[config.mk]
export PLATFORM = sky130hd
export DESIGN_NAME = arkhe_braid_arbiter
export DESIGN_NICKNAME = d
export VERILOG_FILES = /design/src/rtl/arkhe_braid_arbiter.sv
export SDC_FILE = /design/constraint.sdc
export NUM_CORES = 1
export LEC_CHECK = 0
export CELL_PAD_IN_SITES_DETAIL_PLACEMENT = 0
export CELL_PAD_IN_SITES_GLOBAL_PLACEMENT = 1
export CORE_MARGIN = 5
export CORE_UTILIZATION = 51
export DETAILED_ROUTE_END_ITERATION = 10
export DONT_BUFFER_PORTS = 1
export GPL_TIMING_DRIVEN = 1
export PLACE_DENSITY = 0.87
export SETUP_SLACK_MARGIN = 0.05
export SKIP_LAST_GASP = 1
export SLEW_MARGIN = 25
export SYNTH_ARGS = -nofsm -noshare
export SYNTH_HDL_FRONTEND = slang
export SYNTH_SLANG_ARGS = --single-unit
[constraint.sdc]
create_clock -name clk -period 7.7 [get_ports clk]
set_input_delay 0.385 -clock clk [delete_from_list [all_inputs] [get_ports clk]]
set_output_delay 0.385 -clock clk [all_outputs]
set_load 0.02 [all_outputs]
[src/rtl/arkhe_braid_arbiter.sv]
// rtl/arkhe_braid_arbiter.sv - N-core handover arbiter onto one braid channel
// Priority arbitration with round-robin tie-break and age promotion of starved slots.
module arkhe_braid_arbiter #(
  parameter  int N_CORES   = 4,
  parameter  int AGE_LIMIT = 64,
  parameter  int AGE_W     = 7,
  localparam int CORE_W    = (N_CORES > 1) ? $clog2(N_CORES) : 1
) (
  input  logic                  clk,
  input  logic                  rst,
  input  logic                  en,
  input  logic [N_CORES-1:0]    hs_strobe,
  input  logic [4*N_CORES-1:0]  hs_priority,
  input  logic [32*N_CORES-1:0] hs_phase,
  output logic                  out_valid,
  input  logic                  out_ready,
  output logic [CORE_W-1:0]     out_core,
  output logic [3:0]            out_priority,
  output logic [31:0]           out_phase,
  output logic                  out_promoted,
  output logic [N_CORES-1:0]    pending_mask,
  output logic [15:0]           drop_count
);

  typedef enum logic {S_IDLE = 1'b0, S_HOLD = 1'b1} state_t;

  state_t              r_state;
  state_t              w_state_nxt;
  logic [3:0]          r_pri   [N_CORES];
  logic [31:0]         r_phase [N_CORES];
  logic [AGE_W-1:0]    r_age   [N_CORES];
  logic [N_CORES-1:0]  r_pend;
  logic [CORE_W-1:0]   r_rr;
  logic [CORE_W-1:0]   r_win;
  logic                r_rearm;
  logic [15:0]         r_drop;

  logic [3:0]          w_ep    [N_CORES];
  logic [N_CORES-1:0]  w_aged;
  logic [N_CORES-1:0]  w_ovw;
  logic [CORE_W:0]     w_drops;
  logic [16:0]         w_drop_sum;
  logic                w_found;
  logic [CORE_W-1:0]   w_sel;
  logic [3:0]          w_best;
  logic [CORE_W:0]     w_sum;
  logic [CORE_W-1:0]   w_idx;
  logic                w_load;
  logic                w_accept;

  assign out_valid    = (r_state == S_HOLD);
  assign out_core     = r_win;
  assign pending_mask = r_pend;
  assign drop_count   = r_drop;
  assign w_ovw        = hs_strobe & r_pend;

  always_comb begin
    w_aged  = '0;
    w_drops = '0;
    for (int i = 0; i < N_CORES; i++) begin
      w_aged[i] = (r_age[i] == AGE_W'(AGE_LIMIT));
      w_ep[i]   = w_aged[i] ? 4'hF : r_pri[i];
      w_drops   = w_drops + (CORE_W+1)'(w_ovw[i]);
    end
    w_drop_sum = {1'b0, r_drop} + 17'(w_drops);
  end

  // Scan from rr_ptr upward; strict '>' keeps the first index in scan order on ties.
  always_comb begin
    w_found = 1'b0;
    w_sel   = '0;
    w_best  = '0;
    w_sum   = '0;
    w_idx   = '0;
    for (int k = 0; k < N_CORES; k++) begin
      w_sum = {1'b0, r_rr} + (CORE_W+1)'(k);
      if (w_sum >= (CORE_W+1)'(N_CORES)) begin
        w_sum = w_sum - (CORE_W+1)'(N_CORES);
      end
      w_idx = w_sum[CORE_W-1:0];
      if (r_pend[w_idx] && (!w_found || (w_ep[w_idx] > w_best))) begin
        w_found = 1'b1;
        w_sel   = w_idx;
        w_best  = w_ep[w_idx];
      end
    end
  end

  always_ff @(posedge clk) begin
    if (rst) begin
      r_state <= S_IDLE;
    end else begin
      r_state <= w_state_nxt;
    end
  end

  always_comb begin
    w_state_nxt = r_state;
    w_load      = 1'b0;
    w_accept    = 1'b0;
    case (r_state)
      S_IDLE: begin
        if (en && w_found) begin
          w_load      = 1'b1;
          w_state_nxt = S_HOLD;
        end
      end
      S_HOLD: begin
        if (out_ready) begin
          w_accept    = 1'b1;
          w_state_nxt = S_IDLE;
        end
      end
      default: w_state_nxt = S_IDLE;
    endcase
  end

  always_ff @(posedge clk) begin
    if (rst) begin
      r_pend <= '0;
      for (int i = 0; i < N_CORES; i++) begin
        r_pri[i]   <= '0;
        r_phase[i] <= '0;
        r_age[i]   <= '0;
      end
    end else begin
      for (int i = 0; i < N_CORES; i++) begin
        if (hs_strobe[i]) begin
          r_pri[i]   <= hs_priority[4*i +: 4];
          r_phase[i] <= hs_phase[32*i +: 32];
          r_age[i]   <= '0;
        end else if (r_pend[i] && !(out_valid && (r_win == CORE_W'(i)))
                     && (r_age[i] != AGE_W'(AGE_LIMIT))) begin
          r_age[i] <= r_age[i] + 1'b1;
        end
        // A slot refilled while its previous event was held stays pending on accept.
        if (hs_strobe[i]) begin
          r_pend[i] <= 1'b1;
        end else if (w_accept && (r_win == CORE_W'(i)) && !r_rearm) begin
          r_pend[i] <= 1'b0;
        end
      end
    end
  end

  always_ff @(posedge clk) begin
    if (rst) begin
      r_rearm <= 1'b0;
    end else if (w_load) begin
      r_rearm <= 1'b0;
    end else if (out_valid && hs_strobe[r_win]) begin
      r_rearm <= 1'b1;
    end
  end

  always_ff @(posedge clk) begin
    if (rst) begin
      r_drop <= '0;
    end else begin
      r_drop <= w_drop_sum[16] ? 16'hFFFF : w_drop_sum[15:0];
    end
  end

  always_ff @(posedge clk) begin
    if (rst) begin
      r_win        <= '0;
      r_rr         <= '0;
      out_priority <= '0;
      out_phase    <= '0;
      out_promoted <= 1'b0;
    end else begin
      if (w_load) begin
        r_win        <= w_sel;
        out_priority <= r_pri[w_sel];
        out_phase    <= r_phase[w_sel];
        out_promoted <= w_aged[w_sel];
      end
      if (w_accept) begin
        r_rr <= (r_win == CORE_W'(N_CORES - 1)) ? '0 : r_win + 1'b1;
      end
    end
  end

endmodule

Yosys cells after proc, flatten, opt, wreduce, memory -nomap -nowiden. Memory sizes are Yosys's and may differ from the RTL's. A register that Yosys moved wholly into a read port is not among the register bits. Cells that the tools add are included. Widths: inputs -> output; s select.

Bits in registers: 27. Memory bits (writable): 172. Output and inout bits: 60. Word-level logic and storage cells: 226. Memories kept: 3.

Memory list: r_phase (words 4, bits a word 32, read ports 1, clocked after memory_dff 1, write ports 4, line 30) `logic [31:0] r_phase [N_CORES];`; r_age (words 4, bits a word 7, read ports 4, clocked after memory_dff 0, write ports 4, line 31) `logic [AGE_W-1:0] r_age [N_CORES];`; r_pri (words 4, bits a word 4, read ports 5, clocked after memory_dff 1, write ports 4, line 29) `logic [3:0] r_pri [N_CORES];`.

Add/subtract/negate cells: 16. Magnitude comparators: 17. Eq/ne operators: 11. Multiplexer cells: 105. Bitwise operators: 22. Reduce and logical (&&, ||, !) cells: 42.

Operators by type and width (count): $mux 32 (4); $mux 4 (19); $mux 7 (8); $mux 1 (53); $bmux 4 s2 (4); $add 7x1->7 const B (4); $eq 7x7->1 const B (4); $ne 7x7->1 const B (4); $logic_and 1x1->1 (25); $ge 3x3->1 const B (7); $lt 2x3->1 const B (6); $mux 2 (9); $add 16x3->17 (1); $mux 16 (1); $or 1x1->1 (16); $bmux 1 s2 (6); $gt 4x4->1 (3); $not 2->3 (4); $logic_not 1->1 (8); $reduce_bool 2->1 (4); $sub 2x1->2 const B (4); $add 2x2->3 const B (2); $and 4x4->4 (1); $eq 2x2->1 const B (2); other kinds (12) (14).

Depth between registers and ports, before layout. Gate-level depths: netlist of the first run.

Depth in word-level cells: 23. Gate-level depth with buffers: 33.

Least setup slack after synthesis of the first run. No wires, ideal clock.

Path type: flip-flop to flip-flop. Start point: mem r_age[1][0]. End point: reg out_phase[0] (read register of r_phase). Library setup time: 0.129 ns. Arrival time: 5.807 ns. Data required time: 7.571 ns. Path slack: 1.764 ns. Cell stages (with the launch flop): 33. Path buffers: 2. Period minus slack after synthesis: 5.936 ns. Path through: edfxtp_1 > inv_1 > ha_1 > nand4bb_1 > nor3_1 > nor2_1 > a21oi_1 > o221ai_1 > ha_1 > nor2b_1 > o211ai_1 > a21oi_1 > o21ai_4 > mux2i_1 > inv_1 > ha_1 > nand2_1 > o21bai_1 > o2bb2ai_1 > a21oi_4 > nand2_1 > o21a_1 > ha_1 > nor2b_1 > o211ai_1 > a21oi_1 > o21ai_1 > o21ai_1 > a21boi_4 > buf_8 > buf_6 > mux2i_1 > o221ai_2.

RTL lines: from (decl) (line 31); to (decl) (line 19) `output logic [31:0] out_phase,`.

==> results of run 1 <==
per-stage QoR:
step | area [um^2] | util
2_1_floorplan | 11500 | -
4_1_cts | 12500 | 0.568
5_1_grt | 12500 | 0.568
3_3_place_gp | 11700 | 0.533
3_5_place_dp | 11700 | 0.533
6_report | 12500 | 0.568
cells by family (layout without fill, tap and decap cells):
logic type | after synthesis | count (layout) | synth area share
mux | 93 | 93 | 0.0854
fa+ha+maj | 28 | 28 | 0.0325
compound gates | 117 | 117 | 0.0883
buf+inv | 80 | 95 | 0.0356
flops | 235 | 235 | 0.560
other cells | 0 | 7 | 0
xor+xnor | 31 | 31 | 0.0237
simple gates | 373 | 373 | 0.174
synth_stat cells, drive strengths merged (2+ instances only):
library cell and count:
a2111oi 2, a21oi 51, and2 149, and3 14, and4 3, buf 24
clkbuf 26, dfxtp 63, edfxtp 172, fa 3, ha 25, inv 29
mux2 6, mux2i 84, mux4 3, nand2 71, nand2b 5, nand3 19
nand4b 4, nand4bb 2, nor2 60, nor2b 11, nor3 22, nor4 4
o211ai 3, o21a 3, o21ai 8, o21bai 2, o221ai 39, or2 3
or3 2, xnor2 17, xor2 14
power breakdown:
part / total [mW] / leakage (nW) / switching, mW / internal, mW
registers: 1.59 / 2.37 / 0.116 / 1.47
clock network: 1.06 / 0.337 / 0.471 / 0.586
logic: 0.593 / 1.98 / 0.342 / 0.252
cell usage in the layout, fill, tap and decap left out, types with 5 or more instances in the layout:
cell	n
clkbuf_1	6
diode_2	7
clkinv_1	5
o221ai_1	16
dfxtp_1	63
clkbuf_16	24
and3_1	14
inv_1	24
ha_1	25
mux2_2	5
buf_4	16
dlygate4sd3_1	5
edfxtp_1	172
nand3_1	19
nor3_1	22
a21oi_1	50
nand2_1	70
mux2i_1	84
nor2b_1	7
and2_1	148
xor2_1	14
xnor2_1	17
nor2_1	60
o221ai_2	23
worst register-to-register path, delay by kind of cell (launching register included):
kind	cells	cell delay (ns)
AOI/OAI and AO/OA	12	2.55
adders and majority gates	4	1.01
buffers and inverters	4	0.49
DFF	1	0.42
muxes	2	0.34
and+or+nand+nor	10	1.94
final cells by class:
class,count,area (um^2)
Fill cell,1764,9480
Clock inverter,11,71.3
Multi-Input combinational cell,642,4650
Sequential cell,235,6430
Timing Repair Buffer,23,210
Inverter,30,113
Clock buffer,31,637
Tap cell,280,350
Antenna cell,7,17.5
how the worst max path moves through the flow:
stage	from	cells after the start	to	slack (ns)
finish	r_age[0][0]$_SDFFCE_PN0P_	32	out_phase[1]$_SDFFE_PP0P_	0.81
global route	r_age[0][0]$_SDFFCE_PN0P_	32	out_phase[18]$_SDFFE_PP0P_	0.21
CTS	r_age[0][0]$_SDFFCE_PN0P_	32	out_phase[1]$_SDFFE_PP0P_	0.76
detailed placement	r_age[0][0]$_SDFFCE_PN0P_	32	out_phase[31]$_SDFFE_PP0P_	0.80
global placement	r_age[0][0]$_SDFFCE_PN0P_	32	out_phase[31]$_SDFFE_PP0P_	1.03
floorplan	r_age[1][0]$_SDFFCE_PN0P_	32	out_phase[0]$_SDFFE_PP0P_	1.76
registers in the layout, summed over array words and instances, names as in the netlist:
signal        count
r_phase         128
out_phase        32
r_age            28
drop_count       16
r_pri            16
out_priority      4
pending_mask      4
out_core          2
r_rr              2
out_promoted      1
out_valid         1
r_rearm           1
what timing repair did:
action / 4_1_cts / 5_1_grt
setup endpoints to repair: 0 / 0
hold buffers: 5 / 0
hold endpoints to repair: 25 / 0
resized for setup: 0 / 0
routing by layer:
layer,share of wire,vias to the layer above,routed length (um)
met5,0.0016,-,42
met4,0.024,8,658
met3,0.068,52,1840
met2,0.50,197,13500
met1,0.41,3513,11000
li1,-,3432,-
==> impl_metrics.env, run 1 <==
export IMPL_syn2layout_area_growth_pct=8.80
export IMPL_io_buffers=0
export IMPL_grt_setup_unrepaired="false"
export IMPL_critPathMaxFanout=22
export IMPL_grt_pass1_wl_um=41500
export IMPL_post_cts_buffers=0
export IMPL_wirelength_um=27000
export IMPL_vias=7202
export IMPL_dr_pass1_iters=4
export IMPL_clk_pin_slew_ns=0.06
export IMPL_use_met2=0.358
export IMPL_initial_core_util=0.522
export IMPL_ys_warn_count=0
export IMPL_drtAntennaViolNets=0
export IMPL_ctsHtreeMaxLevel=1
export IMPL_whs_endpoint="r_rr[1]$_SDFFE_PP0P_"
export IMPL_yosys_area_top_type_share=0.450
export IMPL_viasPerCell=5.72
export IMPL_setup_tns_ns=0
export IMPL_synth_area_leader_cell="edfxtp_1"
export IMPL_antenna_found_initial=11
export IMPL_instances_no_fill=1259
export IMPL_grt_max_degree=50
export IMPL_hp_class="primary input to flop"
export IMPL_r2r_slack_ns=0.81
export IMPL_met3_usage=0.0526
export IMPL_p_per_area_nw_per_um2=260
export IMPL_clockBufferDepth=3
export IMPL_finalHoldViolations=0
export IMPL_setup_viol=0
export IMPL_path_buf_inv=4
export IMPL_slew_headroom=0.348
export IMPL_crit_path_frequent_cell="ha_1"
export IMPL_cpMaxStageDelayCell="nor3_1"
export IMPL_synthTopCellsByArea="edfxtp_1 (45%), dfxtp_1 (11%), and2_1 (8.1%), mux2i_1 (7.3%), o221ai_2 (3.0%)"
export IMPL_die_x_um=160
export IMPL_place_ws_ns=0.796
export IMPL_peakVddDrop_mv=0.215
export IMPL_slew_violations=0
export IMPL_clock_latency_ns=0.52
export IMPL_cts_root_buf="clkbuf_16"
export IMPL_cp_arrival_ns=7.26
export IMPL_dp_hpwl_um=18100
export IMPL_wl_per_cell_um=21.5
export IMPL_reg2reg_from="r_age[0][0]$_SDFFCE_PN0P_"
export IMPL_syn_area_per_cell_um2=12.0
export IMPL_numCtsBuffers=23
export IMPL_ys_flop_type="edfxtp_1"
export IMPL_synth_edf_count=172
export IMPL_reg2reg_depth=32
export IMPL_synthArstFlopShare=0
export IMPL_top_usage_layer="met2"
export IMPL_netlist_area_um2=11500
export IMPL_p_total_mw=3.24
export IMPL_yosys_cell_types_count=67
export IMPL_outcome="completed"
export IMPL_critical_path_top_delay_family="compound AO/OA/AOI/OAI gates"
export IMPL_period_needed_ns=6.89
export IMPL_tightest_slew_ns=0.975
export IMPL_dieArea_um2=25600
export IMPL_place_inst=1205
export IMPL_max_stage_delay_ns=0.60
export IMPL_required_ns=8.06
export IMPL_design_core_area_um2=22000
export IMPL_fin_crit_sh=0.895
export IMPL_p_leak_nw=4.69
export IMPL_holdPathStages=2
export IMPL_use_met1=0.251
export IMPL_synthCells=957
export IMPL_gp_congestion=0.858
export IMPL_setup_slack_ns=0.806
export IMPL_ios=212
export IMPL_worst_hold_slack_ns=0.0575
export IMPL_drv_cap=0
export IMPL_grt_pass1_vias=7271
export IMPL_drt_iter0_markers=325
export IMPL_skew_ns=0.0167
export IMPL_grt_overflow=0
export IMPL_synth_seq_cells=235
export IMPL_track_usage=0.204
export IMPL_end_kind="flop"
export IMPL_final_nets=1135
export IMPL_rows=54
export IMPL_drc=0
export IMPL_hp_start="out_ready"
export IMPL_die_h_um=160
export IMPL_cts_sinks=235
export IMPL_cts_tree="yes"
export IMPL_max_freq_mhz=145
export IMPL_start_kind="flop"
export IMPL_reg2reg_to="out_phase[1]$_SDFFE_PP0P_"
export IMPL_crit_type="flop to flop"
export IMPL_syn_nets=1137
export IMPL_drive_above_1_share=0.109
export IMPL_ys_seq_area_frac=0.560
Power figures use the tool's default switching activity.
==> run 2, diff against run 1 <==
--- a/config.mk
+++ b/config.mk
@@ -12,7 +12,9 @@
 export DETAILED_ROUTE_END_ITERATION = 10
 export DONT_BUFFER_PORTS = 1
 export GPL_TIMING_DRIVEN = 1
+export HOLD_SLACK_MARGIN = 0.08
 export PLACE_DENSITY = 0.87
+export REMOVE_ABC_BUFFERS = 1
 export SETUP_SLACK_MARGIN = 0.05
 export SKIP_LAST_GASP = 1
 export SLEW_MARGIN = 25
==> run 2 against run 1 <==
Via count increased by 9.9%. Final area increased by 12%. Clock power increased by 16%. Total power increased by 8.1%. Worst setup slack got worse by 0.14 ns. Maximum frequency decreased by 2.0%. Critical path depth decreased by 3. Combinational power increased by 13%. Final cell count increased by 11%.
==> impl_metrics.env, run 2 (synthesized netlist as in run 1, its figures left out) <==
export IMPL_outcome="completed"
export IMPL_io_buffers=0
export IMPL_drive_above_1_share=0.0961
export IMPL_drv_cap=0
export IMPL_rows=54
export IMPL_ios=212
export IMPL_place_inst=1205
export IMPL_post_cts_buffers=0
export IMPL_vias=7913
export IMPL_drc=0
export IMPL_final_common_cell="edfxtp_1"
export IMPL_track_usage=0.236
export IMPL_viasPerCell=5.65
export IMPL_gp_congestion=0.858
export IMPL_tightest_slew_ns=1.01
export IMPL_final_nets=1274
export IMPL_dp_hpwl_um=18300
export IMPL_wirelength_um=30700
export IMPL_grt_overflow=0
export IMPL_cts_tree="yes"
export IMPL_dpl_cell_area_um2=11700
export IMPL_fin_util=0.637
export IMPL_max_stage_delay_ns=0.61
export IMPL_ctsHtreeMaxLevel=1
export IMPL_start_kind="flop"
export IMPL_numCtsBuffers=26
export IMPL_dieArea_um2=25600
export IMPL_reg_largest_list="r_phase: 128 flops, out_phase: 32 flops, r_age: 28 flops"
export IMPL_p_per_area_nw_per_um2=250
export IMPL_slew_headroom=0.328
export IMPL_cpMaxStageDelayCell="a21boi_4"
export IMPL_finalHoldViolations=0
export IMPL_final_cell_mix="edfxtp_1 (172), and2_1 (148), dlygate4sd3_1 (141), mux2i_1 (84), nand2_1 (70)"
export IMPL_r2r_slack_ns=0.66
export IMPL_cts_sinks=235
export IMPL_slew_violations=0
export IMPL_antenna_found_initial=7
export IMPL_required_ns=8.06
export IMPL_end_kind="flop"
export IMPL_skew_ns=0.0164
export IMPL_grt_max_degree=38
export IMPL_clock_latency_ns=0.53
export IMPL_hp_class="primary input to flop"
export IMPL_p_leak_nw=5.34
export IMPL_design_core_area_um2=22000
export IMPL_crit_type="flop to flop"
export IMPL_initial_core_util=0.522
export IMPL_wl_per_cell_um=21.9
export IMPL_period_needed_ns=7.04
export IMPL_fin_crit_sh=0.914
export IMPL_cp_arrival_ns=7.40
export IMPL_peakVddDrop_mv=0.211
export IMPL_syn2layout_area_growth_pct=22.0
export IMPL_drt_iter0_markers=454
export IMPL_die_h_um=160
export IMPL_critPathMaxFanout=19
export IMPL_instances_no_fill=1401
export IMPL_grt_setup_unrepaired="false"
export IMPL_largest_reg_flops=128
export IMPL_die_x_um=160
export IMPL_largest_register="r_phase"
export IMPL_dr_pass1_iters=5
export IMPL_grt_pass1_wl_um=48100
export IMPL_max_freq_mhz=142
export IMPL_drtAntennaViolNets=0
export IMPL_setup_viol=0
export IMPL_final_cell_area_um2=14000
export IMPL_grt_pass1_vias=8550
export IMPL_cts_root_buf="clkbuf_16"
export IMPL_clk_pin_slew_ns=0.07
export IMPL_clockBufferDepth=3
[run 2: routing by layer]
| metal | vias up | GRT usage | wire (um) |
|---|---|---|---|
| li1 | 3712 | - | - |
| met5 | - | 0 | 0 |
| met4 | 0 | 0.0806 | 753 |
| met3 | 50 | 0.0572 | 2340 |
| met2 | 340 | 0.408 | 15400 |
| met1 | 3811 | 0.291 | 12200 |
[run 2: power breakdown]
part	switching [mW]	leakage, nW	total, mW	internal [mW]
clock network	0.500	0.411	1.23	0.735
registers	0.121	2.37	1.60	1.48
logic	0.365	2.55	0.673	0.308
[run 2: final cells by class]
type,instances,area [um^2]
antenna,7,17.5
clock inverter,14,156
sequential,235,6430
inverter,30,114
tap,280,350
fill,1556,7960
timing repair buffer,159,1580
clock buffer,34,691
multi-input combinational,642,4660
[run 2: path summary, 6_finish.rpt]
| path | from | to | cells after the start |
|---|---|---|---|
| worst max register to register | r_age[3][4]$_SDFFCE_PN0P_ | out_phase[17]$_SDFFE_PP0P_ | 29 |
| worst max-delay path | r_age[3][4]$_SDFFCE_PN0P_ | out_phase[17]$_SDFFE_PP0P_ | 29 |
| worst min-delay path | hs_phase[67] | r_phase[2][3]$_SDFFCE_PN0P_ | 1 |
| worst min register to register | r_rearm$_SDFFE_PP0P_ | r_rearm$_SDFFE_PP0P_ | 2 |
[run 2: stage by stage]
| step | power [mW] | hold WS, ns | setup WS (ns) | setup TNS [ns] |
|---|---|---|---|---|
| after floorplan | 2.06 | 0.454 | -0.209 | -7.08 |
| after global placement | 2.21 | 0.460 | 0.935 | 0 |
| after detailed placement | 2.23 | 0.464 | 0.698 | 0 |
| after CTS | 3.51 | 0.0804 | 0.681 | 0 |
| after global routing | 3.65 | 0.0803 | 0.165 | 0 |
| final | 3.50 | 0.0946 | 0.665 | 0 |
[run 2: what timing repair did]
action / 4_1_cts / 5_1_grt
setup endpoints to repair: 0 / 10
hold buffers: 141 / 0
resized for setup: 0 / 1
hold endpoints to repair: 160 / 0
[run 2: worst max-delay path, delay by kind of cell, from the launching register on]
family / cells / cell delay, ns
adders and majority gates: 3 / 0.89
AOI/OAI and AO/OA: 15 / 3.36
buffers and inverters: 2 / 0.34
and+or+nand+nor: 7 / 1.24
muxes: 2 / 0.59
DFF: 1 / 0.44
